**src/rtl/acoustic_pkg.sv**
```systemverilog
`default_nettype none
// +--------------------------------------------------------------------------+
// | Module   : acoustic_pkg                                                  |
// | Purpose  : Shared constants and FSM state type for the acoustic level    |
// |            meter slice.                                                  |
// | Ports    : none (package)                                                |
// | Revision : 1.0  initial release                                          |
// +--------------------------------------------------------------------------+
package acoustic_pkg;

   localparam int ADC_WIDTH = 12;
   localparam int MIDSCALE  = 2048;
   localparam int LED_WIDTH = 7;
   localparam int LED_STEP  = 256;

   typedef enum logic [1:0] {
      ST_IDLE    = 2'd0,
      ST_ACCUM   = 2'd1,
      ST_PUBLISH = 2'd2
   } state_t;

endpackage : acoustic_pkg
`default_nettype wire

```
**src/rtl/acoustic_level_meter_if.sv**
```systemverilog
`default_nettype none
// +--------------------------------------------------------------------------+
// | Module   : acoustic_level_meter_if                                       |
// | Purpose  : Sample input and level/detect output bundle of the meter.     |
// | Ports    : master drives SAMPLE, SAMPLE_VALID, THRESHOLD and observes    |
// |            LEVEL, PEAK, LEVEL_VALID, DETECT, LED; slave is the meter.    |
// | Revision : 1.0  initial release                                          |
// +--------------------------------------------------------------------------+
interface acoustic_level_meter_if;
   import acoustic_pkg::*;

   logic [ADC_WIDTH-1:0] SAMPLE;
   logic                 SAMPLE_VALID;
   logic [ADC_WIDTH-1:0] THRESHOLD;
   logic [ADC_WIDTH-1:0] LEVEL;
   logic [ADC_WIDTH-1:0] PEAK;
   logic                 LEVEL_VALID;
   logic                 DETECT;
   logic [LED_WIDTH-1:0] LED;

   modport master (
      output SAMPLE, SAMPLE_VALID, THRESHOLD,
      input  LEVEL, PEAK, LEVEL_VALID, DETECT, LED
   );

   modport slave (
      input  SAMPLE, SAMPLE_VALID, THRESHOLD,
      output LEVEL, PEAK, LEVEL_VALID, DETECT, LED
   );

endinterface : acoustic_level_meter_if
`default_nettype wire

```
**src/rtl/adc_magnitude.sv**
```systemverilog
`default_nettype none
// +--------------------------------------------------------------------------+
// | Module   : adc_magnitude                                                 |
// | Purpose  : Converts an offset-binary ADC sample to |SAMPLE - midscale|   |
// |            and registers it together with its valid flag (stage 1).     |
// | Ports    : CLOCK, RESET      - clock, synchronous active-high reset      |
// |            sample_i/_valid_i - raw ADC sample and qualifier              |
// |            mag_o/mag_valid_o - registered magnitude 0..2048 and valid    |
// | Revision : 1.0  initial release                                          |
// +--------------------------------------------------------------------------+
module adc_magnitude
   import acoustic_pkg::*;
(
   input  wire logic                 CLOCK,
   input  wire logic                 RESET,
   input  wire logic [ADC_WIDTH-1:0] sample_i,
   input  wire logic                 sample_valid_i,
   output logic      [ADC_WIDTH-1:0] mag_o,
   output logic                      mag_valid_o
);

   localparam logic [ADC_WIDTH-1:0] c_MID = ADC_WIDTH'(MIDSCALE);

   logic [ADC_WIDTH-1:0] w_mag;
   logic [ADC_WIDTH-1:0] mag_q;
   logic                 valid_q;

   // Sample 0 gives 2048, which still fits in 12 unsigned bits.
   assign w_mag = (sample_i >= c_MID) ? (sample_i - c_MID) : (c_MID - sample_i);

   always_ff @(posedge CLOCK) begin
      if (RESET) begin
         mag_q   <= '0;
         valid_q <= 1'b0;
      end else begin
         mag_q   <= w_mag;
         valid_q <= sample_valid_i;
      end
   end

   assign mag_o       = mag_q;
   assign mag_valid_o = valid_q;

endmodule : adc_magnitude
`default_nettype wire

```
**src/rtl/acoustic_level_meter.sv**
```systemverilog
`default_nettype none
// +--------------------------------------------------------------------------+
// | Module   : acoustic_level_meter                                          |
// | Purpose  : Windowed mean/peak magnitude meter with event detect, hold    |
// |            time and a 7-segment thermometer LED bar.                     |
// | Ports    : CLOCK, RESET - clock, synchronous active-high reset           |
// |            bus (slave)  - SAMPLE/SAMPLE_VALID/THRESHOLD in;              |
// |                           LEVEL/PEAK/LEVEL_VALID/DETECT/LED out          |
// | Revision : 1.0  initial release                                          |
// +--------------------------------------------------------------------------+
module acoustic_level_meter
   import acoustic_pkg::*;
#(
   parameter int WINDOW_LOG2  = 8,
   parameter int HOLD_WINDOWS = 4
)(
   input  wire logic              CLOCK,
   input  wire logic              RESET,
   acoustic_level_meter_if.slave  bus
);

   localparam int ACC_W = ADC_WIDTH + WINDOW_LOG2;

   logic [ADC_WIDTH-1:0]   w_mag;
   logic                   w_mag_valid;
   logic [ACC_W-1:0]       w_mag_ext;
   logic                   w_close;
   logic [ADC_WIDTH-1:0]   w_level_new;

   state_t                 state_q, state_d;
   logic [ACC_W-1:0]       acc_q, acc_d;
   logic [WINDOW_LOG2-1:0] cnt_q, cnt_d;
   logic [ADC_WIDTH-1:0]   max_q, max_d;
   logic [7:0]             hold_q, hold_d;
   logic [ADC_WIDTH-1:0]   level_q, level_d;
   logic [ADC_WIDTH-1:0]   peak_q, peak_d;
   logic [LED_WIDTH-1:0]   led_q, led_d;
   logic                   detect_q, detect_d;
   logic                   level_valid_q;

   adc_magnitude u_adc_magnitude (
      .CLOCK          (CLOCK),
      .RESET          (RESET),
      .sample_i       (bus.SAMPLE),
      .sample_valid_i (bus.SAMPLE_VALID),
      .mag_o          (w_mag),
      .mag_valid_o    (w_mag_valid)
   );

   assign w_mag_ext = {{WINDOW_LOG2{1'b0}}, w_mag};

   // Window accumulation FSM. The window closes in the cycle its last
   // stage-1 sample is accumulated; results are registered on that edge so
   // they are visible, with LEVEL_VALID, during the PUBLISH cycle.
   always_comb begin
      state_d = state_q;
      acc_d   = acc_q;
      cnt_d   = cnt_q;
      max_d   = max_q;
      w_close = 1'b0;
      case (state_q)
         ST_IDLE: begin
            if (w_mag_valid) begin
               acc_d   = w_mag_ext;
               max_d   = w_mag;
               cnt_d   = WINDOW_LOG2'(1);
               state_d = ST_ACCUM;
            end
         end
         ST_ACCUM: begin
            if (w_mag_valid) begin
               acc_d = acc_q + w_mag_ext;
               if (w_mag > max_q) max_d = w_mag;
               cnt_d = cnt_q + WINDOW_LOG2'(1);   // wraps to 0 at window end
               if (cnt_q == {WINDOW_LOG2{1'b1}}) begin
                  w_close = 1'b1;
                  state_d = ST_PUBLISH;
               end
            end
         end
         ST_PUBLISH: begin
            state_d = ST_ACCUM;
            // A sample arriving now opens the next window instead of being lost.
            if (w_mag_valid) begin
               acc_d = w_mag_ext;
               max_d = w_mag;
               cnt_d = WINDOW_LOG2'(1);
            end else begin
               acc_d = '0;
               max_d = '0;
               cnt_d = '0;
            end
         end
         default: state_d = ST_IDLE;
      endcase
   end

   // Full window sum shifted right by WINDOW_LOG2; the sum never exceeds
   // 2048 * 2^WINDOW_LOG2, so the upper ADC_WIDTH bits hold the mean exactly.
   assign w_level_new = acc_d[WINDOW_LOG2 +: ADC_WIDTH];

   always_comb begin
      level_d  = level_q;
      peak_d   = peak_q;
      led_d    = led_q;
      hold_d   = hold_q;
      detect_d = detect_q;
      if (w_close) begin
         level_d = w_level_new;
         peak_d  = max_d;
         for (int k = 0; k < LED_WIDTH; k++) begin
            led_d[k] = (w_level_new >= ADC_WIDTH'(LED_STEP * (k + 1)));
         end
         // THRESHOLD = 0 always satisfies >=, so detect sticks after a publish.
         if (w_level_new >= bus.THRESHOLD) begin
            hold_d = 8'(HOLD_WINDOWS);
         end else if (hold_q != 8'd0) begin
            hold_d = hold_q - 8'd1;
         end
         detect_d = (hold_d != 8'd0);
      end
   end

   always_ff @(posedge CLOCK) begin
      if (RESET) begin
         state_q       <= ST_IDLE;
         acc_q         <= '0;
         cnt_q         <= '0;
         max_q         <= '0;
         hold_q        <= '0;
         level_q       <= '0;
         peak_q        <= '0;
         led_q         <= '0;
         detect_q      <= 1'b0;
         level_valid_q <= 1'b0;
      end else begin
         state_q       <= state_d;
         acc_q         <= acc_d;
         cnt_q         <= cnt_d;
         max_q         <= max_d;
         hold_q        <= hold_d;
         level_q       <= level_d;
         peak_q        <= peak_d;
         led_q         <= led_d;
         detect_q      <= detect_d;
         level_valid_q <= w_close;
      end
   end

   assign bus.LEVEL       = level_q;
   assign bus.PEAK        = peak_q;
   assign bus.LED         = led_q;
   assign bus.DETECT      = detect_q;
   assign bus.LEVEL_VALID = level_valid_q;

endmodule : acoustic_level_meter
`default_nettype wire

```
**src/flat_wrapper.sv**
```systemverilog
// flat-port wrapper written by rule: the top's interface ports become plain ports
module acoustic_level_meter_flat import acoustic_pkg::*;
#(
   parameter int WINDOW_LOG2  = 8,
   parameter int HOLD_WINDOWS = 4
)
  (CLOCK, RESET, bus_SAMPLE, bus_SAMPLE_VALID, bus_THRESHOLD, bus_LEVEL, bus_PEAK, bus_LEVEL_VALID, bus_DETECT, bus_LED);
  acoustic_level_meter_if bus_i ();
  input  wire logic CLOCK;
  input  wire logic RESET;
  input wire logic [$bits(bus_i.SAMPLE)-1:0] bus_SAMPLE;
  input wire logic [$bits(bus_i.SAMPLE_VALID)-1:0] bus_SAMPLE_VALID;
  input wire logic [$bits(bus_i.THRESHOLD)-1:0] bus_THRESHOLD;
  output wire logic [$bits(bus_i.LEVEL)-1:0] bus_LEVEL;
  output wire logic [$bits(bus_i.PEAK)-1:0] bus_PEAK;
  output wire logic [$bits(bus_i.LEVEL_VALID)-1:0] bus_LEVEL_VALID;
  output wire logic [$bits(bus_i.DETECT)-1:0] bus_DETECT;
  output wire logic [$bits(bus_i.LED)-1:0] bus_LED;
  assign bus_i.SAMPLE = bus_SAMPLE;
  assign bus_i.SAMPLE_VALID = bus_SAMPLE_VALID;
  assign bus_i.THRESHOLD = bus_THRESHOLD;
  assign bus_LEVEL = bus_i.LEVEL;
  assign bus_PEAK = bus_i.PEAK;
  assign bus_LEVEL_VALID = bus_i.LEVEL_VALID;
  assign bus_DETECT = bus_i.DETECT;
  assign bus_LED = bus_i.LED;
  acoustic_level_meter #(.WINDOW_LOG2(WINDOW_LOG2), .HOLD_WINDOWS(HOLD_WINDOWS)) u_core (.CLOCK(CLOCK), .RESET(RESET), .bus(bus_i));
endmodule
```
**config.mk**
```make
export PLATFORM = sky130hd
export DESIGN_NAME = acoustic_level_meter_flat
export DESIGN_NICKNAME = d
export VERILOG_FILES = /design/src/rtl/acoustic_pkg.sv /design/src/rtl/acoustic_level_meter_if.sv /design/src/rtl/adc_magnitude.sv /design/src/rtl/acoustic_level_meter.sv /design/src/flat_wrapper.sv
export SDC_FILE = /design/constraint.sdc
export NUM_CORES = 1
export LEC_CHECK = 0
export CAP_MARGIN = 20
export CORE_MARGIN = 1.5
export CORE_UTILIZATION = 45
export CTS_CLUSTER_DIAMETER = 200
export DETAILED_ROUTE_END_ITERATION = 12
export PLACE_DENSITY = 0.65
export SYNTH_ARGS = -nofsm -noshare
export SYNTH_HDL_FRONTEND = slang
export SYNTH_SLANG_ARGS = --single-unit
export TNS_END_PERCENT = 20
```
**constraint.sdc**
```tcl
create_clock -name CLOCK -period 5.2 [get_ports CLOCK]
set_clock_uncertainty 0.05 [all_clocks]
set_input_delay 1.04 -clock CLOCK [delete_from_list [all_inputs] [get_ports CLOCK]]
set_output_delay 1.04 -clock CLOCK [all_outputs]
set_load 0.005 [all_outputs]
```
# ---- Word-level counts from Yosys, hierarchy flattened
# Index checks and enable logic that the tools add are counted.
dict set report totals {
  ff_bits 96
  latchBits 0
  ramBits 0
  rom_bits 0
  inputBits 27
  out_inout_bits 33
  elab_cells 64
  mem_count 0
}
dict set report op_classes {
  n_addsub 5
  multipliers 0
  div 0
  magnitude_cmp 10
  eq_ne 6
  shift 0
  mux 24
  bitwise 0
  n_reduce_logical 6
}
# cell count
set op_table {}
lappend op_table {{12-bit two-way mux} 6}
lappend op_table {{20-bit one-hot mux with 3 select lines} 1}
lappend op_table {{12-bit by 11-bit >= comparator with 1-bit output, second input constant} 4}
lappend op_table {{20-bit two-way mux} 2}
lappend op_table {{8-bit two-way mux} 5}
lappend op_table {{12-bit one-hot mux with 3 select lines} 1}
lappend op_table {{12-bit by 10-bit >= comparator with 1-bit output, second input constant} 2}
lappend op_table {{8-bit one-hot mux with 3 select lines} 1}
lappend op_table {{20-bit by 12-bit adder with 20-bit output} 1}
lappend op_table {{8-bit nonzero test} 2}
lappend op_table {{12-bit >= comparator} 1}
lappend op_table {{12-bit >= comparator, second input constant} 1}
lappend op_table {{12-bit by 9-bit >= comparator with 1-bit output, second input constant} 1}
lappend op_table {{12-bit > comparator} 1}
lappend op_table {{12-bit subtractor, first input constant} 1}
lappend op_table {{12-bit subtractor, second input constant} 1}
lappend op_table {{8-bit by 1-bit adder with 8-bit output, second input constant} 1}
lappend op_table {{8-bit equality test, second input constant} 1}
lappend op_table {{8-bit by 1-bit subtractor with 8-bit output, second input constant} 1}
lappend op_table {{2-bit two-way mux} 3}
lappend op_table {{2-bit one-hot mux with 3 select lines} 1}
lappend op_table {{3-bit AND reduction} 2}
lappend op_table {{1-bit two-way mux} 4}
lappend op_table {{2-bit != test, second input constant} 2}
lappend op_table {{5 further kinds} 5}

# ---- Longest topological paths before layout
dict set report logic_depth {
  depth_word 7
  depth_mapped 18
  depth_no_buf 17
}

# ---- Hierarchy
# From an unflattened synthesis, not the netlist that was laid out.
dict set report hier_totals {
  cells_unflattened 707
  area_unflattened_um2 5775.5
}
# mod n_inst cells_each area_per_inst_um2 seq_area_each_um2
set by_module_without_submodules {}
lappend by_module_without_submodules {acoustic_level_meter 1 635 5111.2 1661.6}
lappend by_module_without_submodules {adc_magnitude 1 72 664.4 260.2}

# ---- Worst setup path before layout
# No wires, ideal clock.
dict set report synth_path {
  path_type {reg-to-reg}
  start {register u_core.u_adc_magnitude.mag_q[8], in the netlist u_core.u_adc_magnitude.mag_o[8]}
  end {register u_core.hold_q[1]}
  setup_ns 0.074
  arrival_ns 4.101
  required_ns 5.076
  path_slack_ns 0.974
  stages_incl_launch_ff 19
  n_path_buf 2
  synth_period_minus_slack_ns 4.226
  path_cell_list {dfxtp_1 ha_1 buf_2 a21oi_1 o21ai_1 or3b_2 o221ai_2 o41ai_1 nor2_1 inv_1 ha_1 a21o_1 a21o_1 a2111oi_4 o211ai_2 and2_4 buf_6 or4_1 a31oi_1}
}
dict set report synth_via {
  elab_chain_cells 6
  elab_cells_between_ends 8
  classes_between {add/sub (1); order compare (1); mux (6)}
}
# element line_no
set synth_rtl {}
lappend synth_rtl {{start: declaration} adc_magnitude.sv:25} ;# logic [ADC_WIDTH-1:0] mag_q;
lappend synth_rtl {{start signal: assignment} adc_magnitude.sv:36} ;# mag_q <= w_mag;
lappend synth_rtl {{20-bit by 12-bit adder with 20-bit output} acoustic_level_meter.sv:72} ;# acc_d = acc_q + w_mag_ext;
lappend synth_rtl {{20-bit two-way mux} acoustic_level_meter.sv:71} ;# if (w_mag_valid) begin
lappend synth_rtl {{20-bit one-hot mux with 3 select lines} acoustic_level_meter.sv:61} ;# case (state_q)
lappend synth_rtl {{via u_core.acc_d[17]} acoustic_level_meter.sv:31} ;# logic [ACC_W-1:0] acc_q, acc_d;
lappend synth_rtl {{12-bit >= comparator} acoustic_level_meter.sv:115} ;# if (w_level_new >= bus.THRESHOLD) begin
lappend synth_rtl {{8-bit two-way mux} acoustic_level_meter.sv:115}
lappend synth_rtl {{8-bit two-way mux} acoustic_level_meter.sv:108} ;# if (w_close) begin
lappend synth_rtl {{end signal: assignment} acoustic_level_meter.sv:141} ;# hold_q <= hold_d;
lappend synth_rtl {{end: declaration} acoustic_level_meter.sv:34} ;# logic [7:0] hold_q, hold_d;
# The timed path passes the listed nets, and every way through them passes these cells. The select of a mux whose other input is x is not followed.
# A chain may end at the register's enable or synchronous reset.

# ---- Worst setup path in the final report
dict set report layout_path {
  start {register u_core.u_adc_magnitude.mag_q[10], in the netlist u_core.u_adc_magnitude.mag_o[10]}
  end {register u_core.hold_q[1]}
}
# Same word-level chain as after synthesis.

==> flow_summary.toml <==
[grt]
globalRouteOverflowTotal = 0
grt_max_degree = 74
antenna_found_initial = 0
grt_pass1_vias = 5601
first_pass_grt_wire_length_mm = 27.4
groute.usage.overall = 0.239

[floorplanning]
floorplan.initialDensity = 0.467
placement_rows = 41
floorplan.die.width_um = 118
design.die.area_um2 = 13900
io_pins = 60
die_height_um = 118
core_um2 = 12800

[clock_tree]
cts-resized-gates = 0
htreeDepth = 3
ctsHoldBuffers = 0
tritoncts = "yes"
ctsLongestPathBuffers = 2
worst_setup_hold_path_clk_slew_ns = 0.07
clockRootBuffer = "sky130_fd_sc_hd__clkbuf_16"
clock_latency_ns = 0.36
post_cts_setup_buffers = 0
tritoncts.num_buffers = 9
clock_sink_total = 96

[place]
io_buffers = 59
preCtsSetupSlack_ns = 0.613
placedInstanceArea_um2 = 6680
gp_congestion = 0.945
place_inst = 940
place_hpwl_mm = 11.4

[route]
detail_route.wl_per_cell_um = 17.2
postRouteWirelength_mm = 16.4
detail_route.iter0.violations = 433
drtPass1Iterations = 7
dr_total_vias = 5780
drc = 0
detail-route-antenna-nets = 0
vias_per_cell = 6.04

[status]
status = "finished, final reports clean"

[final_layout]
num_antenna_cells = 0
final_area_um2 = 7040
layout.area.seq_um2 = 1920
multi_input_comb_area_um2 = 3710
layout-drive-gt1-share = 0.0548
fillers = 1179
syn_to_final_growth_pct = 18.2
final_cells = 957
nets = 852

[critical_path]
worstSetupPathType = "reg -> reg"
timing.critical_path.slowest_cell_delay_ns = 0.50
timing.critical_path.fanout_max = 8
timing.critical_path.cells = "ha_1 -> a21oi_1 -> or3b_2 -> o221ai_2 -> o41ai_1 -> nor2_1 -> inv_1 -> ha_1 -> a21o_1 -> a21o_1 -> a2111oi_4 -> o211ai_2 -> and2_4 -> or4_1 -> a31oi_1"
cp-startpoint = "u_core.u_adc_magnitude.mag_o[10]"
timing.critical_path.required_ns = 5.43
endpoint_kind = "flip-flop"
critical-path-slowest-cell = "sky130_fd_sc_hd__or3b_2"
startpoint_type = "flip-flop"
worstPathBufferInverterCount = 1
cp_data_arrival_time_ns = 4.87
worst_path_dominant_cell_family = "compound AO/OA/AOI/OAI gates"
regToRegStartpoint = "u_core.u_adc_magnitude.mag_o[10]"

[sta]
finalWorstSetupSlack_ns = 0.566
final_min_period_over_clock_period = 0.891
tns_ns = 0
max_freq_mhz = 216
setup_viol_count_final = 0
grt_setup_unrepaired = "false"
hold_viol = 0
final-max-slew-violation-count = 0
relSlewSlack = 0.448
final_period_minus_worst_setup_slack_ns = 4.63
worst_margin_pin_slew_ns = 0.829

[yosys]
synth_nets = 812
mappedNetlistArea_um2 = 5960
number_of_synthesized_flops_with_an_enable_pin = 0
post_synth_most_frequent_cells = "96 x sky130_fd_sc_hd__dfxtp_1, 77 x sky130_fd_sc_hd__nor2_1, 67 x sky130_fd_sc_hd__nand2_1"
postSynthCellCount = 740
synth_ff_type = "sky130_fd_sc_hd__dfxtp_1"
synth.top_cells.by_area = "sky130_fd_sc_hd__dfxtp_1 32%, sky130_fd_sc_hd__ha_1 9.2%, sky130_fd_sc_hd__nor2_1 4.8%, sky130_fd_sc_hd__nand2_1 4.2%, sky130_fd_sc_hd__a21oi_1 3.9%"
ys_seq_area_frac = 0.322
yosys.area.top_type = "sky130_fd_sc_hd__dfxtp_1"
yosys.area.top_type_share = 0.322
ys_types = 64
synth_most_common_cell = "sky130_fd_sc_hd__dfxtp_1"
yosys_warnings = 0
avgSynthCellArea_um2 = 8.06
ys_ff_latch = 96
ys_async_sr_fraction = 0

[hold_path]
holdCritStartpoint = "u_core.bus.PEAK[5]"
min-delay-path-class = "reg -> reg"

[flow_run]
drv.max_cap_violation_count = 0

[power_and_ir_drop]
total_leakage_power_nw = 3.00
power_per_cell_area_nw_per_um2 = 260
irDropWorstVdd_v = 0.000233
[layout make-up]
class / count / share of cell area
Sequential cell: 96 / 0.273
Inverter: 43 / 0.0229
Tap cell: 172 / 0.0306
Clock buffer: 10 / 0.0339
Timing Repair Buffer: 72 / 0.0970
Clock inverter: 6 / 0.0162
Multi-Input combinational cell: 558 / 0.527
[cell usage in the layout, fill, tap and decap left out, types with 8 or more instances in the layout]
| cell | n |
|---|---|
| sky130_fd_sc_hd__ha_1 | 44 |
| sky130_fd_sc_hd__nor2b_1 | 9 |
| sky130_fd_sc_hd__a21o_1 | 24 |
| sky130_fd_sc_hd__buf_4 | 13 |
| sky130_fd_sc_hd__o21ai_0 | 27 |
| sky130_fd_sc_hd__a211oi_1 | 14 |
| sky130_fd_sc_hd__clkdlybuf4s50_1 | 58 |
| sky130_fd_sc_hd__nand2_1 | 67 |
| sky130_fd_sc_hd__a31oi_1 | 8 |
| sky130_fd_sc_hd__nand3_1 | 11 |
| sky130_fd_sc_hd__dfxtp_1 | 96 |
| sky130_fd_sc_hd__o41ai_1 | 17 |
| sky130_fd_sc_hd__a21oi_1 | 46 |
| sky130_fd_sc_hd__a22oi_1 | 18 |
| sky130_fd_sc_hd__o32ai_1 | 13 |
| sky130_fd_sc_hd__inv_1 | 43 |
| sky130_fd_sc_hd__a211o_1 | 14 |
| sky130_fd_sc_hd__nor3_1 | 29 |
| sky130_fd_sc_hd__clkbuf_16 | 9 |
| sky130_fd_sc_hd__nand4_1 | 26 |
| sky130_fd_sc_hd__xnor2_1 | 12 |
| sky130_fd_sc_hd__nor2_1 | 77 |
[where the power goes]
| group | switching [mW] | internal (mW) | leakage [nW] |
|---|---|---|---|
| Clock | 0.304 | 0.485 | 0.165 |
| Sequential | 0.0185 | 0.748 | 0.777 |
| Combinational | 0.168 | 0.107 | 2.05 |
| Total | 0.491 | 1.34 | 3.00 |
[stage by stage]
stage	hold WS [ns]	total power, mW	util
2_1_floorplan	0.395	0.967	-
3_3_place_gp	0.411	1.04	0.523
3_5_place_dp	0.413	1.05	0.523
4_1_cts	0.432	1.83	0.551
5_1_grt	0.441	1.91	0.551
6_report	0.427	1.83	0.551
[per-layer routing]
layer | GRT usage | routed length [um] | vias to the layer above | share of wire
met1 | 0.309 | 7570 | 2754 | 0.46
met3 | 0.0640 | 931 | 19 | 0.057
met2 | 0.388 | 7670 | 186 | 0.47
met4 | 0.0732 | 263 | 0 | 0.016
li1 | - | - | 2821 | -
met5 | 0 | 0 | - | 0
[kinds of logic after synthesis]
kind of cell             count (synthesis)  share of synthesized area
buffers and inverters                   86                     0.0560
XOR/XNOR                                17                     0.0250
AND/OR/NAND/NOR                        257                      0.206
multiplexers                             7                     0.0118
AO/OA/AOI/OAI                          232                      0.283
adder cells (fa/ha/maj)                 45                     0.0957
flip-flops                              96                      0.322
[worst register-to-register path: cells and delay by family (launching register included)]
family,cells,cell delay [ns]
compound gates,8,1.94
fa+ha+maj,2,0.63
flops,1,0.43
simple gates,4,1.43
buf+inv,1,0.08
[state kept, by name, summed over array words and instances, names as in the netlist]
name,flops
u_core.bus.DETECT,1
u_core.cnt_q,8
u_core.hold_q,8
u_core.u_adc_magnitude.mag_valid_o,1
u_core.bus.LEVEL,12
u_core.state_q,2
u_core.bus.LED,7
u_core.acc_q,20
u_core.u_adc_magnitude.mag_o,12
u_core.bus.LEVEL_VALID,1
u_core.bus.PEAK,12
u_core.max_q,12
[final timing paths]
check                            end  slack [ns]  cells after the start
hold / removal    u_core.bus.PEAK[5]        0.43                      2
hold reg to reg   u_core.bus.PEAK[5]        0.43                      2
setup / recovery    u_core.hold_q[1]        0.57                     15
setup reg to reg    u_core.hold_q[1]        0.57                     15
Power figures use the tool's default switching activity.
==> RTL edit, RTL diff (same settings) <==
Change the package constant `ADC_WIDTH` from 12 to 24.
--- a/src/rtl/acoustic_pkg.sv
+++ b/src/rtl/acoustic_pkg.sv
@@ -8,7 +8,7 @@
 // +--------------------------------------------------------------------------+
 package acoustic_pkg;
 
-   localparam int ADC_WIDTH = 12;
+   localparam int ADC_WIDTH = 24;
    localparam int MIDSCALE  = 2048;
    localparam int LED_WIDTH = 7;
    localparam int LED_STEP  = 256;
Interface: changed (resized bus_LEVEL, bus_PEAK, bus_SAMPLE and bus_THRESHOLD); port bits go from 60 to 108. The function was not compared with the original's and may differ.
==> RTL edit against the original RTL <==
Total power grew 63%; synthesized area grew 65%; cell area grew 69%; count of clock-buffer cells in the layout grew 9; routed wire length grew 68%; critical endpoint is now u_core.hold_q[3]; cell count grew 71%; fmax shrank 4.4%; via count grew 61%; core utilization grew 0.80 points; worst setup slack lost 0.22 ns; sequential power grew 62%; sequential cell count grew 60.
==> RTL edit: results (changes against the original RTL) <==
* Status: complete, no violations (unchanged)
* Dpl cells at 1603 (was 940)
* Syn_nets at 1388 (was 812)
* Tot GR Track Use at 24.9% (was 23.9%)
* Largest net degree at the start of global routing at 78 (was 74)
* H-tree levels at 4 (was 3)
* Seq/Total Area, Yosys at 31.7% (was 32.2%)
* Final wirelength at 27.6 mm (was 16.4 mm)
* Synth top area cells: dfxtp_1 (32%), ha_1 (11%), nor2_1 (6.8%) (was dfxtp_1 (32%), ha_1 (9.2%), nor2_1 (4.8%))
* Worst R2R Setup Slack at 0.35 ns (was 0.57 ns)
* Ys Warns at 0 (unchanged)
* Total CTS buffers at 17 (was 9)
* Filler instances at 2061 (was 1179)
* Unique masters post-synth at 79 (was 64)
* HP Start: u_core.bus.LEVEL[9] (was u_core.bus.PEAK[5])
* Initial DRC count at 551 (was 433)
* Synth Flop Type: dfxtp_1 (unchanged)
* Crit path DAT at 5.15 ns (was 4.87 ns)
* Maximum vdd ir drop at 0.190 mV (was 0.233 mV)
* Worst r2r path cells at 21 (was 15)
* Via count at 9294 (was 5780)
* Clock Latency Late Sink at 0.44 ns (was 0.36 ns)
* DR WL/cell at 16.9 um (was 17.2 um)
* Placement Cell Area at 11300 um^2 (was 6680 um^2)
* Top cells by count, synth: nor2_1 (177), dfxtp_1 (156), nand2_1 (103) (was dfxtp_1 (96), nor2_1 (77), nand2_1 (67))
* Syn Area/Cell at 7.85 um^2 (was 8.06 um^2)
* Vias in the first global route at 8673 (was 5601)
* Reg2Reg Capture Point: u_core.hold_q[3] (was u_core.hold_q[1])
* Share of layout cells above drive strength 1 at 7.35% (was 5.48%)
* DP HPWL at 20.6 mm (was 11.4 mm)
* CP startpoint: u_core.u_adc_magnitude.mag_o[0] (was u_core.u_adc_magnitude.mag_o[10])
* Rel. slew slack at 38.6% (was 44.8%)
* PortBufs at 107 (was 59)
* Global-route wire length before repair at 44.4 mm (was 27.4 mm)
* Nets@finish at 1482 (was 852)
* Placer Congestion at 0.960 (was 0.945)
* P_leak at 4.75 nW (was 3.00 nW)
* Max FFs per register at 32 (was 20)
RTL edit: cell type report:
| type | instances | area share [%] |
|---|---|---|
| well taps | 275 | 2.90 |
| clock buffers | 19 | 3.73 |
| inverters | 85 | 2.70 |
| flip-flops and latches | 156 | 26.3 |
| multi-input cells | 950 | 52.0 |
| clock inverters | 13 | 1.40 |
| repair buffers | 137 | 11.0 |
RTL edit: power by group:
part	internal [W]	switching [W]	total (W)	leakage [nW]
Combinational	0.000170	0.000240	0.000410	3.18
Clock	0.000744	0.000579	0.00132	0.302
Sequential	0.00122	0.0000284	0.00124	1.26
RTL edit: worst min-delay path by stage:
| stage | cells after the start | end | slack [ns] |
|---|---|---|---|
| after floorplan | 2 | u_core.bus.LEVEL[11] | 0.40 |
| after detailed placement | 2 | u_core.bus.LEVEL[8] | 0.40 |
| after CTS | 2 | u_core.bus.LEVEL[8] | 0.41 |
| after global routing | 2 | u_core.bus.LEVEL[11] | 0.43 |
| final | 2 | u_core.bus.LEVEL[9] | 0.41 |
| after global placement | 2 | u_core.bus.LEVEL[8] | 0.40 |
RTL edit: worst max-delay path, cell delays in order, from the launching register on:
cell and delay, ns:
dfxtp_1 0.41, ha_1 0.22, inv_1 0.06, fa_1 0.39
nand2b_1 0.18, a21oi_1 0.21, a21oi_1 0.22, xnor2_1 0.18
mux2i_1 0.13, o21ai_0 0.13, a22oi_1 0.31, ha_1 0.29
nand2b_1 0.14, a21o_1 0.17, a21o_1 0.16, a21o_1 0.17
a21oi_1 0.24, o21ai_0 0.16, o2bb2ai_1 0.32, nor2_4 0.29
nand2_1 0.12, o32ai_1 0.21
RTL edit: per-stage QoR:
stage | util, % | worst slack [ns]
6_report | 55.9 | 0.350
5_1_grt | 55.9 | -0.00413
4_1_cts | 55.9 | 0.0733
3_5_place_dp | 53.0 | 0.107
3_3_place_gp | 53.0 | 0.214
2_1_floorplan | - | 0.861
RTL edit: kinds of logic (layout without fill, tap and decap cells):
kind of cell	Yosys count	count (layout)	share of synthesized area [%]
and+or+nand+nor	452	452	21.8
DFF	156	156	31.7
AOI/OAI and AO/OA	351	351	23.9
buffers and inverters	147	254	5.86
xor gates and xnor gates	40	40	3.56
adders and majority gates	84	84	10.8
muxes	23	23	2.35
RTL edit: repair_timing:
item,CTS,global route
endpoints found under the hold margin,0,0
resized for setup,0,3
setup buffers,0,0
endpoints found under the setup margin,0,7
RTL edit: routing by layer:
metal  vias to the layer above  global-route usage (%)  routed length, um
met5                         -                       0                  0
met4                         0                    8.16                574
met3                        35                    4.25               1400
met2                       227                    39.4              12500
met1                      4369                    34.3              13200
li1                       4663                       -                  -
